`src/rtl/bit_serializer.sv`:
```
// Parallel-to-serial front end: WIDTH-bit words in over valid/ready, MSB-first bits out on x.
// Optional even-parity trailer bit per word when BIT_SERIALIZER_PARITY_EN is defined.
module bit_serializer #(
  parameter int unsigned WIDTH = 8
) (
  input  logic             clk,
  input  logic             reset,
  input  logic [WIDTH-1:0] data_in,
  input  logic             data_valid,
  output logic             data_ready,
  output logic             x,
  output logic             x_valid,
  output logic             frame_start
);

  localparam int unsigned CW = (WIDTH > 2) ? $clog2(WIDTH) : 1;
  localparam logic [CW-1:0] LAST = CW'(WIDTH - 1);

`ifdef BIT_SERIALIZER_PARITY_EN
  typedef enum logic [1:0] {IDLE, SHIFT, PARITY} state_t;
  logic parity_q;
`else
  typedef enum logic [1:0] {IDLE, SHIFT} state_t;
`endif

  state_t           state, next_state;
  logic [WIDTH-1:0] shreg;
  logic [CW-1:0]    bit_cnt;
  logic             load;
  logic             shift_en;
  logic             last_bit;

  assign last_bit = (bit_cnt == LAST);

  always_ff @(posedge clk or posedge reset) begin
    if (reset) begin
      state   <= IDLE;
      shreg   <= '0;
      bit_cnt <= '0;
`ifdef BIT_SERIALIZER_PARITY_EN
      parity_q <= 1'b0;
`endif
    end else begin
      state <= next_state;
      if (load) begin
        shreg   <= data_in;
        bit_cnt <= '0;
`ifdef BIT_SERIALIZER_PARITY_EN
        parity_q <= ^data_in;
`endif
      end else if (shift_en) begin
        shreg   <= {shreg[WIDTH-2:0], 1'b0};
        // Counter parks at zero once the word ends so it never wraps mid-word.
        bit_cnt <= last_bit ? '0 : bit_cnt + CW'(1);
      end
    end
  end

  // Outputs decode only registered state; data_ready never looks at data_valid.
  always_comb begin
    next_state  = state;
    data_ready  = 1'b0;
    load        = 1'b0;
    shift_en    = 1'b0;
    x           = 1'b0;
    x_valid     = 1'b0;
    frame_start = 1'b0;
    case (state)
      IDLE: begin
        data_ready = 1'b1;
        if (data_valid) begin
          load       = 1'b1;
          next_state = SHIFT;
        end
      end
      SHIFT: begin
        x           = shreg[WIDTH-1];
        x_valid     = 1'b1;
        frame_start = (bit_cnt == '0);
        shift_en    = 1'b1;
        if (last_bit) begin
`ifdef BIT_SERIALIZER_PARITY_EN
          next_state = PARITY;
`else
          data_ready = 1'b1;
          if (data_valid) begin
            load       = 1'b1;
            next_state = SHIFT;
          end else begin
            next_state = IDLE;
          end
`endif
        end
      end
`ifdef BIT_SERIALIZER_PARITY_EN
      PARITY: begin
        x          = parity_q;
        x_valid    = 1'b1;
        data_ready = 1'b1;
        if (data_valid) begin
          load       = 1'b1;
          next_state = SHIFT;
        end else begin
          next_state = IDLE;
        end
      end
`endif
      default: next_state = IDLE;
    endcase
  end

endmodule

```
`config.mk`:
```
export PLATFORM = sky130hd
export DESIGN_NAME = bit_serializer
export DESIGN_NICKNAME = d
export VERILOG_FILES = /design/src/rtl/bit_serializer.sv
export SDC_FILE = /design/constraint.sdc
export NUM_CORES = 1
export LEC_CHECK = 0
export ABC_AREA = 1
export CORE_UTILIZATION = 45
export DETAILED_ROUTE_END_ITERATION = 10
export GPL_ROUTABILITY_DRIVEN = 0
export PLACE_DENSITY = 0.8
export SLEW_MARGIN = 20
export SYNTH_ARGS = -nofsm -noshare
export SYNTH_HDL_FRONTEND = slang
export SYNTH_SLANG_ARGS = --single-unit
```
`constraint.sdc`:
```
create_clock -name clk -period 2.8 [get_ports clk]
set_clock_uncertainty 0.1 [all_clocks]
set_input_delay 0.56 -clock clk [delete_from_list [all_inputs] [get_ports clk]]
set_output_delay 0.56 -clock clk [all_outputs]
set_load 0.005 [all_outputs]
```
==> flow_summary.yaml <==
outcome:
  status: "finished clean"
drt:
  drt_iter0_markers: 17
  drt_first_pass_iters: 4
  top_layer_used: "met4"
  route.met3.wl_um: 83
  wl_per_cell_um: 11.0
  drc: 0
  met2_length_um: 583
  wirelength_um: 1240
  viasPerCell: 4.99
  vias: 564
  wl_met1_um: 566
  ant_nets: 0
power_and_ir_drop:
  p_per_area_nw_per_um2: 918
  irDropWorstVdd_mv: 0.487
  p_leak_nw: 0.409
  p_total_mw: 0.752
clocking:
  insertion_delay_ps: 270
  clk_pin_slew_worst_paths_ps: 80
  cts_buffers: 3
  root_buffer: "clkbuf_4"
  cts.sinks: 12
  cts_tree: "built"
  clk_path_buf_depth: 2
  postCtsSetupRepairBufs: 0
  holdBufCountCts: 0
  cts_resized: 0
  htree_levels: 1
finish:
  seq_area_um2: 300
  diodes: 0
  multi_input_area_um2: 275
  syn_to_final_growth_pct: 24.5
  fillCellCount: 123
  final_nets: 113
  layout-drive-gt1-share_pct: 9.18
synthesis:
  ys_seq_area_share_pct: 45.6
  synth-compound-area-share_pct: 2.09
  syn_area_per_cell_um2: 7.93
  synth_xor_area_share_pct: 0
  synth_top_family_by_area: "simple AND/OR/NAND/NOR gates"
  yosysWarnings: 0
  synth_area_um2: 658
  synth-simple-area-share_pct: 34.0
  syn_inst: 83
  syn_nets: 97
  synth_fa_ha_area_share_pct: 5.70
  synth.distinct_cells: 11
  ys_ff_latch: 12
  synthMuxAreaShare_pct: 0
critical_path:
  crit_path_end_kind: "primary output"
  crit_fanout: 12
  cp-start-kind: "flip-flop"
  cp.required_ps: 2140
  slowest_delay_ps: 510
  worstSetupPathType: "reg -> out"
  slowest_stage: "clkdlybuf4s50_1"
  cp_common_cell: "ha_1"
  arrival_ps: 1810
  r2r-start: "bit_cnt[0]"
  path_cells: "ha_1 -> ha_1 -> inv_1 -> nand2_2 -> clkdlybuf4s50_1"
  path_buf_inv: 2
  crit_start: "bit_cnt[0]"
  critical-path-top-delay-family: "buffers and inverters"
floorplan:
  dieWidth_um: 40.2
  coreArea_um2: 1330
  start_util_pct: 49.3
  rows: 13
  ios: 15
  dieArea_um2: 1620
  die_h_um: 40.2
sta:
  worst_pin_slew_ps: 454
  finalSetupTns_ps: 0
  rsz0062_at_grt: "false"
  setup_viol: 0
  fin_hold_ws_ps: 396
  max_slew_margin_pct: 69.7
  fmax_mhz: 405
  post-route-period-util_pct: 88.2
  setup_ws_ps: 331
  drv_slew: 0
  hold_violations: 0
  period_needed_ps: 2470
grt:
  grt_pass1_vias: 423
  overflow: 0
  track_usage_pct: 17.9
  grt_max_degree: 18
  grt_pass1_wl_um: 1810
  antenna_found_initial: 0
placed_design:
  dpl.hpwl_um: 843
  portBuffers: 14
  pre_cts_ws_ps: 643
worst_hold_path:
  hold_class: "reg -> reg"
  hold_start: "shreg[3]"
run:
  cap_violations: 0
-- synth_stat cells (all sizes together) --
library cell	instances	area share (%)
dfrtp	12	46
inv	13	7.4
buf	3	5.1
nand3	17	13
ha	3	5.7
o21ai	2	2.1
nor2	8	5.7
nand2	25	15
-- per-layer routing --
metal / vias to the layer above / GRT usage (%)
met5: - / 0
met4: 0 / 7.50
met3: 2 / 7.22
met2: 24 / 27.0
met1: 249 / 22.5
li1: 289 / -
-- final timing paths --
kind,depth (start not counted),slack (ps),endpoint
worst max-delay path,5,330,data_ready
worst min-delay path,2,400,shreg[3]
worst max register to register,7,1220,bit_cnt[1]
worst min register to register,2,400,shreg[3]
max in group asynchronous,2,1810,shreg[0]
min in group asynchronous,2,480,shreg[4]
-- worst min-delay path, stage by stage (launching register included) --
cell and delay, ps:
dfrtp_1 350, nand2_1 50, nand3_1 70
-- report_power, final --
group	switching, mW	internal, mW
logic	0.164	0.144
registers	0.0569	0.247
clock network	0.0616	0.0791
-- logic make-up after synthesis --
logic type | Yosys count
AND/OR/NAND/NOR | 50
buffers and inverters | 16
flip-flops | 12
adder cells (fa/ha/maj) | 3
AO/OA/AOI/OAI | 2
-- stage by stage --
stage	cell area, µm²	instances	util, %
3_5_place_dp	783	109	58.7
5_1_grt	820	113	61.4
2_1_floorplan	658	83	-
3_3_place_gp	783	109	58.7
6_report	820	113	61.4
4_1_cts	820	113	61.4
-- final cells by class --
cell class                 count  share of cell area [%]
timing repair buffer          14                    17.1
multi-input combinational     55                    33.6
tap                           15                    2.29
inverter                      13                    5.95
sequential                    12                    36.6
clock buffer                   4                    4.43
-- cells in the final DEF, fill, tap and decap left out, drive strengths merged --
master / n
nor2: 8
ha: 3
nand2: 25
clkdlybuf4s50: 14
o21ai: 2
inv: 13
nand3: 17
clkbuf: 4
dfrtp: 12
-- sequential cells by signal, indices dropped and copies added, names as in the netlist --
signal and cells:
shreg 8, state 1, bit_cnt 3
Note: power is estimated with default switching activity, not from simulation.
